<file path="src/rtl/audio_clip_sequencer_pkg.sv">
// Shared types for the audio clip sequencer: FSM state encoding, default
// widths, clip length and bank index types, plus state-class helpers.
package audio_seq_pkg;

  localparam int ADDR_W_DEF = 17;
  localparam int DATA_W_DEF = 16;

  typedef enum logic [2:0] {
    S_IDLE,
    S_REC_WAIT,
    S_REC_WRITE,
    S_PLAY_READ,
    S_PLAY_LAT,
    S_PLAY_OUT,
    S_PLAY_WAIT
  } seq_state_t;

  // Holds 0..MAX_SAMPLES, hence one bit wider than an address.
  typedef logic [ADDR_W_DEF:0] clip_len_t;
  typedef logic                bank_t;

  function automatic logic is_rec(input seq_state_t s);
    return (s == S_REC_WAIT) || (s == S_REC_WRITE);
  endfunction

  function automatic logic is_play(input seq_state_t s);
    return (s == S_PLAY_READ) || (s == S_PLAY_LAT) ||
           (s == S_PLAY_OUT)  || (s == S_PLAY_WAIT);
  endfunction

endpackage

</file>
<file path="src/rtl/audio_clip_sequencer_if.sv">
// Datapath/memory bundle between the sequencer (master) and the
// deserializer, serializer and clip banks (slave).
//
// Handshake: deser_done_i and ser_done_i are single-cycle pulses from the
// slave side; deser_done_i qualifies deser_data_i in that cycle. ser_enable_o
// is a single-cycle pulse qualifying ser_data_o. mem_en_o is a one-cycle
// access strobe; mem_we_o, mem_addr_o, mem_bank_o and mem_wdata_o are only
// meaningful while it is high. mem_rdata_i follows a read strobe by the
// block-RAM read latency.
interface audio_clip_sequencer_if #(
  parameter int ADDR_W = 17,
  parameter int DATA_W = 16
);
  logic              deser_done_i;
  logic [DATA_W-1:0] deser_data_i;
  logic              deser_enable_o;
  logic              ser_done_i;
  logic              ser_enable_o;
  logic [DATA_W-1:0] ser_data_o;
  logic [ADDR_W-1:0] mem_addr_o;
  logic              mem_bank_o;
  logic              mem_en_o;
  logic              mem_we_o;
  logic [DATA_W-1:0] mem_wdata_o;
  logic [DATA_W-1:0] mem_rdata_i;

  modport master (
    input  deser_done_i, deser_data_i, ser_done_i, mem_rdata_i,
    output deser_enable_o, ser_enable_o, ser_data_o,
           mem_addr_o, mem_bank_o, mem_en_o, mem_we_o, mem_wdata_o
  );

  modport slave (
    output deser_done_i, deser_data_i, ser_done_i, mem_rdata_i,
    input  deser_enable_o, ser_enable_o, ser_data_o,
           mem_addr_o, mem_bank_o, mem_en_o, mem_we_o, mem_wdata_o
  );
endinterface

</file>
<file path="src/rtl/audio_clip_sequencer_edge.sv">
// Rising-edge detector for a synchronized button level. History resets to 1
// so a button held through reset produces no pulse; the pulse is registered.
module rise_edge_detect (
  input  logic clk_i,
  input  logic rst_ni,
  input  logic level_i,
  output logic pulse_o
);
  logic hist_q, hist_d;
  logic pulse_q, pulse_d;

  // Next history and edge pulse from the current level.
  always_comb begin
    hist_d  = level_i;
    pulse_d = level_i & ~hist_q;
  end

  // History and pulse registers.
  always_ff @(posedge clk_i) begin
    if (!rst_ni) begin
      hist_q  <= 1'b1;
      pulse_q <= 1'b0;
    end else begin
      hist_q  <= hist_d;
      pulse_q <= pulse_d;
    end
  end

  assign pulse_o = pulse_q;
endmodule

</file>
<file path="src/rtl/audio_clip_sequencer.sv">
// Record/playback sequencer for two clip banks. Owns the shared memory port
// and the per-bank recorded lengths.
// Build option: LOOP_PLAYBACK_EN makes playback wrap to address 0 at the end
// of the clip until aborted by a play edge.
module audio_clip_sequencer
  import audio_seq_pkg::*;
#(
  parameter int ADDR_W      = ADDR_W_DEF,
  parameter int DATA_W      = DATA_W_DEF,
  parameter int MAX_SAMPLES = 131072,
  parameter int RD_LAT      = 1
) (
  input  logic                   clock_i,
  input  logic                   reset_i,
  input  logic                   record_command_i,
  input  logic                   play_command_i,
  input  logic                   record_clip_select_i,
  input  logic                   play_clip_select_i,
  audio_clip_sequencer_if.master dp,
  output logic                   busy_o,
  output logic [1:0]             record_clip_o,
  output logic [1:0]             play_clip_o,
  output seq_state_t             state_dbg_o
);
  localparam logic [ADDR_W:0] MAX_LEN  = (ADDR_W+1)'(MAX_SAMPLES);
  localparam logic [1:0]      LAT_LAST = 2'(RD_LAT - 1);

  logic rec_edge, play_edge;

  rise_edge_detect u_rec_edge (
    .clk_i(clock_i), .rst_ni(reset_i),
    .level_i(record_command_i), .pulse_o(rec_edge)
  );

  rise_edge_detect u_play_edge (
    .clk_i(clock_i), .rst_ni(reset_i),
    .level_i(play_command_i), .pulse_o(play_edge)
  );

  seq_state_t        state_q, state_d;
  logic [ADDR_W-1:0] addr_q, addr_d;
  bank_t             bank_q, bank_d;
  logic [ADDR_W:0]   len_q [2];
  logic [ADDR_W:0]   len_d [2];
  logic [DATA_W-1:0] sample_q, sample_d;
  logic [DATA_W-1:0] ser_data_q, ser_data_d;
  logic [1:0]        lat_q, lat_d;
  logic              stop_q, stop_d;   // record edge seen during REC_WRITE
  logic [ADDR_W:0]   addr_inc;

  assign addr_inc = {1'b0, addr_q} + {{ADDR_W{1'b0}}, 1'b1};

  // Next-state and datapath updates; play edge aborts any playback state.
  always_comb begin
    state_d    = state_q;
    addr_d     = addr_q;
    bank_d     = bank_q;
    len_d      = len_q;
    sample_d   = sample_q;
    ser_data_d = ser_data_q;
    lat_d      = lat_q;
    stop_d     = stop_q;
    if (play_edge && is_play(state_q)) begin
      state_d = S_IDLE;
    end else begin
      case (state_q)
        S_IDLE: begin
          if (rec_edge) begin
            state_d = S_REC_WAIT;
            addr_d  = '0;
            bank_d  = record_clip_select_i;
            stop_d  = 1'b0;
          end else if (play_edge && (len_q[play_clip_select_i] != '0)) begin
            state_d = S_PLAY_READ;
            addr_d  = '0;
            bank_d  = play_clip_select_i;
          end
        end
        S_REC_WAIT: begin
          if (rec_edge || stop_q) begin
            len_d[bank_q] = {1'b0, addr_q};
            stop_d        = 1'b0;
            state_d       = S_IDLE;
          end else if (dp.deser_done_i) begin
            sample_d = dp.deser_data_i;
            state_d  = S_REC_WRITE;
          end
        end
        S_REC_WRITE: begin
          if (rec_edge) stop_d = 1'b1;
          if (addr_inc == MAX_LEN) begin
            len_d[bank_q] = MAX_LEN;
            stop_d        = 1'b0;
            state_d       = S_IDLE;
          end else begin
            addr_d  = addr_inc[ADDR_W-1:0];
            state_d = S_REC_WAIT;
          end
        end
        S_PLAY_READ: begin
          lat_d   = '0;
          state_d = S_PLAY_LAT;
        end
        S_PLAY_LAT: begin
          if (lat_q == LAT_LAST) begin
            ser_data_d = dp.mem_rdata_i;
            state_d    = S_PLAY_OUT;
          end else begin
            lat_d = lat_q + 2'd1;
          end
        end
        S_PLAY_OUT: state_d = S_PLAY_WAIT;
        S_PLAY_WAIT: begin
          if (dp.ser_done_i) begin
            if (addr_inc == len_q[bank_q]) begin
`ifdef LOOP_PLAYBACK_EN
              addr_d  = '0;
              state_d = S_PLAY_READ;
`else
              state_d = S_IDLE;
`endif
            end else begin
              addr_d  = addr_inc[ADDR_W-1:0];
              state_d = S_PLAY_READ;
            end
          end
        end
        default: state_d = S_IDLE;
      endcase
    end
  end

  // State and datapath registers.
  always_ff @(posedge clock_i) begin
    if (!reset_i) begin
      state_q    <= S_IDLE;
      addr_q     <= '0;
      bank_q     <= 1'b0;
      len_q[0]   <= '0;
      len_q[1]   <= '0;
      sample_q   <= '0;
      ser_data_q <= '0;
      lat_q      <= '0;
      stop_q     <= 1'b0;
    end else begin
      state_q    <= state_d;
      addr_q     <= addr_d;
      bank_q     <= bank_d;
      len_q      <= len_d;
      sample_q   <= sample_d;
      ser_data_q <= ser_data_d;
      lat_q      <= lat_d;
      stop_q     <= stop_d;
    end
  end

  logic in_rec, in_play;
  assign in_rec  = is_rec(state_q);
  assign in_play = is_play(state_q);

  assign dp.deser_enable_o = in_rec;
  assign dp.ser_enable_o   = (state_q == S_PLAY_OUT);
  assign dp.ser_data_o     = ser_data_q;
  assign dp.mem_addr_o     = addr_q;
  assign dp.mem_bank_o     = bank_q;
  assign dp.mem_en_o       = (state_q == S_REC_WRITE) || (state_q == S_PLAY_READ);
  assign dp.mem_we_o       = (state_q == S_REC_WRITE);
  assign dp.mem_wdata_o    = sample_q;
  assign busy_o            = (state_q != S_IDLE);
  assign record_clip_o     = {in_rec,  in_rec  ? bank_q : record_clip_select_i};
  assign play_clip_o       = {in_play, in_play ? bank_q : play_clip_select_i};
  assign state_dbg_o       = state_q;
endmodule

</file>
<file path="src/flat_wrapper.sv">
// flat-port wrapper written by rule: the top's interface ports become plain ports
module audio_clip_sequencer_flat import audio_seq_pkg::*;
#(
  parameter int ADDR_W      = ADDR_W_DEF,
  parameter int DATA_W      = DATA_W_DEF,
  parameter int MAX_SAMPLES = 131072,
  parameter int RD_LAT      = 1
)
  (clock_i, reset_i, record_command_i, play_command_i, record_clip_select_i, play_clip_select_i, busy_o, record_clip_o, play_clip_o, state_dbg_o, dp_deser_done_i, dp_deser_data_i, dp_ser_done_i, dp_mem_rdata_i, dp_deser_enable_o, dp_ser_enable_o, dp_ser_data_o, dp_mem_addr_o, dp_mem_bank_o, dp_mem_en_o, dp_mem_we_o, dp_mem_wdata_o);
  audio_clip_sequencer_if #(.ADDR_W(ADDR_W), .DATA_W(DATA_W)) dp_i ();
  input  logic clock_i;
  input  logic reset_i;
  input  logic record_command_i;
  input  logic play_command_i;
  input  logic record_clip_select_i;
  input  logic play_clip_select_i;
  output logic busy_o;
  output logic [1:0] record_clip_o;
  output logic [1:0] play_clip_o;
  output seq_state_t state_dbg_o;
  input wire logic [$bits(dp_i.deser_done_i)-1:0] dp_deser_done_i;
  input wire logic [$bits(dp_i.deser_data_i)-1:0] dp_deser_data_i;
  input wire logic [$bits(dp_i.ser_done_i)-1:0] dp_ser_done_i;
  input wire logic [$bits(dp_i.mem_rdata_i)-1:0] dp_mem_rdata_i;
  output wire logic [$bits(dp_i.deser_enable_o)-1:0] dp_deser_enable_o;
  output wire logic [$bits(dp_i.ser_enable_o)-1:0] dp_ser_enable_o;
  output wire logic [$bits(dp_i.ser_data_o)-1:0] dp_ser_data_o;
  output wire logic [$bits(dp_i.mem_addr_o)-1:0] dp_mem_addr_o;
  output wire logic [$bits(dp_i.mem_bank_o)-1:0] dp_mem_bank_o;
  output wire logic [$bits(dp_i.mem_en_o)-1:0] dp_mem_en_o;
  output wire logic [$bits(dp_i.mem_we_o)-1:0] dp_mem_we_o;
  output wire logic [$bits(dp_i.mem_wdata_o)-1:0] dp_mem_wdata_o;
  assign dp_i.deser_done_i = dp_deser_done_i;
  assign dp_i.deser_data_i = dp_deser_data_i;
  assign dp_i.ser_done_i = dp_ser_done_i;
  assign dp_i.mem_rdata_i = dp_mem_rdata_i;
  assign dp_deser_enable_o = dp_i.deser_enable_o;
  assign dp_ser_enable_o = dp_i.ser_enable_o;
  assign dp_ser_data_o = dp_i.ser_data_o;
  assign dp_mem_addr_o = dp_i.mem_addr_o;
  assign dp_mem_bank_o = dp_i.mem_bank_o;
  assign dp_mem_en_o = dp_i.mem_en_o;
  assign dp_mem_we_o = dp_i.mem_we_o;
  assign dp_mem_wdata_o = dp_i.mem_wdata_o;
  audio_clip_sequencer #(.ADDR_W(ADDR_W), .DATA_W(DATA_W), .MAX_SAMPLES(MAX_SAMPLES), .RD_LAT(RD_LAT)) u_core (.clock_i(clock_i), .reset_i(reset_i), .record_command_i(record_command_i), .play_command_i(play_command_i), .record_clip_select_i(record_clip_select_i), .play_clip_select_i(play_clip_select_i), .dp(dp_i), .busy_o(busy_o), .record_clip_o(record_clip_o), .play_clip_o(play_clip_o), .state_dbg_o(state_dbg_o));
endmodule
</file>
<file path="config.mk">
export PLATFORM = sky130hd
export DESIGN_NAME = audio_clip_sequencer_flat
export DESIGN_NICKNAME = d
export VERILOG_FILES = /design/src/rtl/audio_clip_sequencer_pkg.sv /design/src/rtl/audio_clip_sequencer_if.sv /design/src/rtl/audio_clip_sequencer_edge.sv /design/src/rtl/audio_clip_sequencer.sv /design/src/flat_wrapper.sv
export SDC_FILE = /design/constraint.sdc
export NUM_CORES = 1
export LEC_CHECK = 0
export BUFFER_PORTS_ARGS = -buffer_cell sky130_fd_sc_hd__buf_2
export CELL_PAD_IN_SITES_DETAIL_PLACEMENT = 0
export CELL_PAD_IN_SITES_GLOBAL_PLACEMENT = 1
export CORE_MARGIN = 2
export CORE_UTILIZATION = 35
export DETAILED_ROUTE_END_ITERATION = 12
export HOLD_SLACK_MARGIN = 0.06
export PLACE_DENSITY_LB_ADDON = 0.3
export SYNTH_ARGS = -nofsm -noshare
export SYNTH_HDL_FRONTEND = slang
export SYNTH_SLANG_ARGS = --single-unit
</file>
<file path="constraint.sdc">
create_clock -name clock_i -period 6.4 [get_ports clock_i]
set_input_delay 1.6 -clock clock_i [delete_from_list [all_inputs] [get_ports clock_i]]
set_output_delay 1.6 -clock clock_i [all_outputs]
set_load 0.1 [all_outputs]
</file>
# --- Word-level counts from Yosys, hierarchy flattened ---
# Cells that the tools add are included.
# Widths: inputs -> output; s select.
totals:
  elab_cells: 114
  input_bits: 40
  out_inout_bits: 62
  ff_bits: 96
op_classes:
  n_lt_le_gt_ge: 3
  add_sub_neg: 2
  muxes: 38
  n_reduce_logical: 27
  eq_ne: 19
  bitwise: 12
ops:
  columns: ["cell", "count"]
  rows:
  - ["$mux 18", 7]
  - ["$mux 17", 5]
  - ["$mux 36", 2]
  - ["$pmux 36 s2", 1]
  - ["$pmux 17 s3", 1]
  - ["$bwmux 36", 1]
  - ["$and 34x34->34", 1]
  - ["$not 34->34", 1]
  - ["$pmux 3 s7", 1]
  - ["$add 17x1->18 const B", 1]
  - ["$demux 18 s1", 1]
  - ["$eq 18x18->1", 1]
  - ["$eq 18x18->1 const B", 1]
  - ["$mux 3", 6]
  - ["$reduce_bool 18->1", 1]
  - ["$ne 2x2->1 const B", 6]
  - ["$reduce_and 4->1", 3]
  - ["$eq 3x3->1 const B", 3]
  - ["$mux 1", 9]
  - ["$reduce_and 3->1", 3]
  - ["$reduce_bool 3->1", 3]
  - ["$eq 3x2->1 const B", 2]
  - ["$logic_or 1x1->1", 6]
  - ["$ne 3x2->1 const B", 2]
  - ["other kinds (20)", 33]

# --- Logic depth before layout (Yosys ltp) ---
depth:
  depth_word: 9
  ltp_mapped: 12
  ltp_nobuf: 9

# --- Hierarchy ---
# From an unflattened synthesis, not the netlist that was laid out.
unflattened:
  cells_unflattened: 642
  area_unflattened_um2: 4978.5
modules_own_cells:
  columns: ["module", "seq_area_each_um2", "area_each_um2", "instances", "cells_per_inst"]
  rows:
  - ["audio_clip_sequencer", 1841.8, 4868.4, 1, 634]
  - ["rise_edge_detect", 40.0, 55.1, 2, 4]

# --- Least setup slack after synthesis ---
# Ideal clock, no wire load.
synth_path:
  kind: "register -> output"
  from: "reg u_core.state_q[1], in the netlist u_core.state_dbg_o[1]"
  to: "out record_clip_o[0]"
  arrival_ps: 4017
  path_stages_with_launch: 6
  path_buffers: 2
  path_slack_ps: 783
  required_time_ps: 4800
  cell_sequence: "dfxtp_1 > clkbuf_1 > nand2b_1 > clkbuf_1 > a21oi_1 > mux2_2"
synth_between:
  elab_chain_cells: 3
  elab_cells_between_ends: 4
  classes_between: "eq/ne (2); mux (1); reduce/logical (1)"
synth_lines:
  columns: ["item", "line_no", "text"]
  rows:
  - ["from (decl)", "audio_clip_sequencer.sv:40", "seq_state_t state_q, state_d;"]
  - ["from (signal assigned)", "audio_clip_sequencer.sv:146", "state_q <= state_d;"]
  - ["$eq 3x1->1 / $eq 3x2->1 (equally long branches)", "audio_clip_sequencer_pkg.sv:23", "return (s == S_REC_WAIT) || (s == S_REC_WRITE);"]
  - ["$logic_or 1x1->1 *", "audio_clip_sequencer_pkg.sv:23", null]
  - ["via dp_deser_enable_o", "flat_wrapper.sv:25", "output wire logic [$bits(dp_i.deser_enable_o)-1:0] dp_deser_enable_o;"]
  - ["$mux 1 *", "audio_clip_sequencer.sv:170", "assign record_clip_o = {in_rec, in_rec ? bank_q : record_clip_select_i};"]
  - ["to (decl)", "flat_wrapper.sv:18", "output logic [1:0] record_clip_o;"]
# Mark *: on every way through the listed nets, which the timed path passes. The rest lies on a longest branch.

# --- Worst setup path after layout ---
layout_path:
  from: "reg u_core.state_q[1], in the netlist u_core.state_dbg_o[1]"
  to: "out record_clip_o[0]"
layout_between:
  elab_chain_cells: 3
  elab_cells_between_ends: 4
  classes_between: "eq/ne (2); mux (1); reduce/logical (1)"
layout_lines:
  columns: ["item", "line_no"]
  rows:
  - ["$eq 3x1->1 / $eq 3x2->1 (equally long branches)", "audio_clip_sequencer_pkg.sv:23"]
  - ["$logic_or 1x1->1 *", "audio_clip_sequencer_pkg.sv:23"]
  - ["$mux 1 *", "audio_clip_sequencer.sv:170"]
# Mark *: on every way between the ends. The rest lies on a longest branch, timed or not.

==> metrics.cfg <==
[run_status]
status=finished, final reports clean

[final_layout]
fin_nets=717
drive_gt1_frac=0.233
final_cells=862
diodes=0
area_growth_pct=16.1
fin_util=0.414
final_cell_area_mm2=0.00597

[timing]
max_clock_freq_mhz=240
final-setup-viol-count=0
skew_ps=9.59
fin_crit_sh=0.651
rsz0062_at_grt=no
worst_pin_slew_ps=1100
slew_viol_final=0
hold_viol=0
period_needed_ps=4160
fin_tns_setup_ps=0
slew_headroom=0.260

[die]
core_area_mm2=0.0144
dieWidth_um=125
dieArea_mm2=0.0157
start_util=0.356
die_h_um=125
placementRows=44
ios=102

[setup_path]
critPathMaxFanout=13
start_kind=flop
crit_chain=nand2b_1 > a21oi_1 > mux2_2 > buf_2
path_delay_family=flip-flops
rr_worst_depth=9
r2r_slack_ps=2810
arrival_ps=2560
crit_buf_inv=1
slowest_stage=dfxtp_1
crit_path_end_kind=output port
cp_num_cells=4
worst-setup-path-type=flop to output port
cp_data_required_time_ps=4800
critical_path.max_stage_delay_ps=610

[global_routing]
antenna_found_initial=0
grt_max_degree=73
track_usage=0.194
grt_pass1_wl_mm=24.7
grt.overflow.total=0
grt_pass1_vias=4552

[clock_tree]
clock_latency_ps=360
htreeDepth=3
clock_sinks=96
clockBufferDepth=2
numCtsBuffers=9
cts_tree=built
cts_resized=0
clkTransAtPathRegs_ps=70
holdBufCountCts=0
post_cts_buffers=0
cts-root-buf=clkbuf_16

[power_and_ir_drop]
power_leakage_nw=2.22
swShare=0.459
p_seq_frac=0.308
power_switching_mw=1.01
peakVddDrop_mv=0.183
p_int_mw=1.19
p_total_mw=2.19
cellPowerDensity_mw_per_mm2=367
pwr-share-comb=0.405
power.share.clock=0.287

[logic_synthesis]
postSynth.asyncResetShare=0
synth_fp_nets=654
seq_area_frac_synth=0.374
synth.cell_area_mm2=0.00514
synth_edf_count=0
ys.flop_type=dfxtp_1
synth.avg_cell_area_um2=8.41
ys_ff_latch=96
synth_cells=611
synth_warnings=0
synth_cell_type_count=68

[place]
dpl-instance-area_mm2=0.00563
place_hpwl_mm=10.7
dp.cells=847
gp_congestion=0.839
numPortBuffers=101

[routing]
drtAntennaViolNets=0
remaining_drc_errors=0
vias_per_cell=5.52
via_count=4755
routed_wl_mm=15.2
drt_iter0_drc=323
firstDrtPassIters=5
wire_per_inst_um=17.6

[worst_hold_path]
hold_path_class=flop to flop
min_path_cells=1

[flow_run]
cap_violations=0

## metal layers
layer / up-vias / part of all wire / track usage
li1: 2314 / - / -
met1: 2272 / 0.47 / 0.265
met2: 144 / 0.45 / 0.297
met3: 25 / 0.051 / 0.0377
met4: 0 / 0.023 / 0.0876
met5: - / 0 / 0
## layout by cell type, fill, tap and decap left out, types with 9 or more instances in the layout
master,n
nor4_1,12
xnor2_1,19
o211ai_1,17
a22oi_1,34
a21oi_1,45
buf_2,101
nor2_1,56
nand3_1,25
mux2i_1,18
dfxtp_1,96
inv_1,11
nand2_1,97
clkbuf_16,9
## cells in the mapped netlist, types with 7 or more instances
cell type / number / area share
nand2_1: 97 / 0.071
a22oi_1: 34 / 0.050
nor4_1: 14 / 0.017
xnor2_1: 19 / 0.032
o211ai_1: 17 / 0.025
inv_1: 11 / 0.0080
o31ai_4: 7 / 0.029
clkbuf_1: 29 / 0.021
nor2_1: 56 / 0.041
nand4_1: 7 / 0.0085
nand3_1: 25 / 0.024
mux2_2: 8 / 0.018
buf_2: 10 / 0.0097
dfxtp_1: 96 / 0.37
buf_4: 8 / 0.012
a21oi_1: 45 / 0.044
mux2i_1: 18 / 0.035
o21ai_0: 8 / 0.0078
nor3_1: 8 / 0.0078
## path summary, 6_finish.rpt
path	from	end
setup / recovery	u_core.state_dbg_o[1]	record_clip_o[0]
hold / removal	u_core.u_rec_edge.hist_q	u_core.u_rec_edge.pulse_o
setup reg to reg	u_core.dp.mem_addr_o[0]	u_core.dp.mem_addr_o[10]
hold reg to reg	u_core.u_rec_edge.hist_q	u_core.u_rec_edge.pulse_o
## per-stage QoR
stage	setup slack, ps	hold WS (ps)
floorplan	783	367
global placement	2460	376
detailed placement	2390	383
CTS	2250	396
global route	2070	410
finish	2240	394
## kinds of logic after synthesis
family / synth area share
DFF: 0.374
buffers and inverters: 0.0665
adders and majority gates: 0.00731
muxes: 0.0597
and+or+nand+nor: 0.236
xor gates and xnor gates: 0.0453
AOI/OAI and AO/OA: 0.211
## final cells by class
type                            count  area (µm²)
Fill cell                        1522        8460
Multi-Input combinational cell    449        2890
Sequential cell                    96        1920
Timing Repair Buffer              106         543
Tap cell                          184         230
Clock buffer                        9         225
Clock inverter                      6         115
Inverter                           12        45.0
## registers in the layout, indices dropped and copies added (netlist names)
register and flops:
u_core.dp.ser_data_o 16, u_core.u_rec_edge.hist_q 1, u_core.u_play_edge.pulse_o 1, u_core.len_q 36, u_core.u_play_edge.hist_q 1, u_core.lat_q 2, u_core.dp.mem_bank_o 1, u_core.u_rec_edge.pulse_o 1
u_core.dp.mem_addr_o 17, u_core.stop_q 1, u_core.dp.mem_wdata_o 16, u_core.state_dbg_o 3
## power groups by stage
stage	sequential [mW]	combinational (mW)	clock [mW]
floorplan	0.851	0.578	0
global placement	0.687	0.878	0
detailed placement	0.689	0.883	0
CTS	0.675	0.885	0.645
global route	0.682	0.943	0.666
finish	0.676	0.888	0.629
Note: power is estimated with default switching activity, not from simulation.
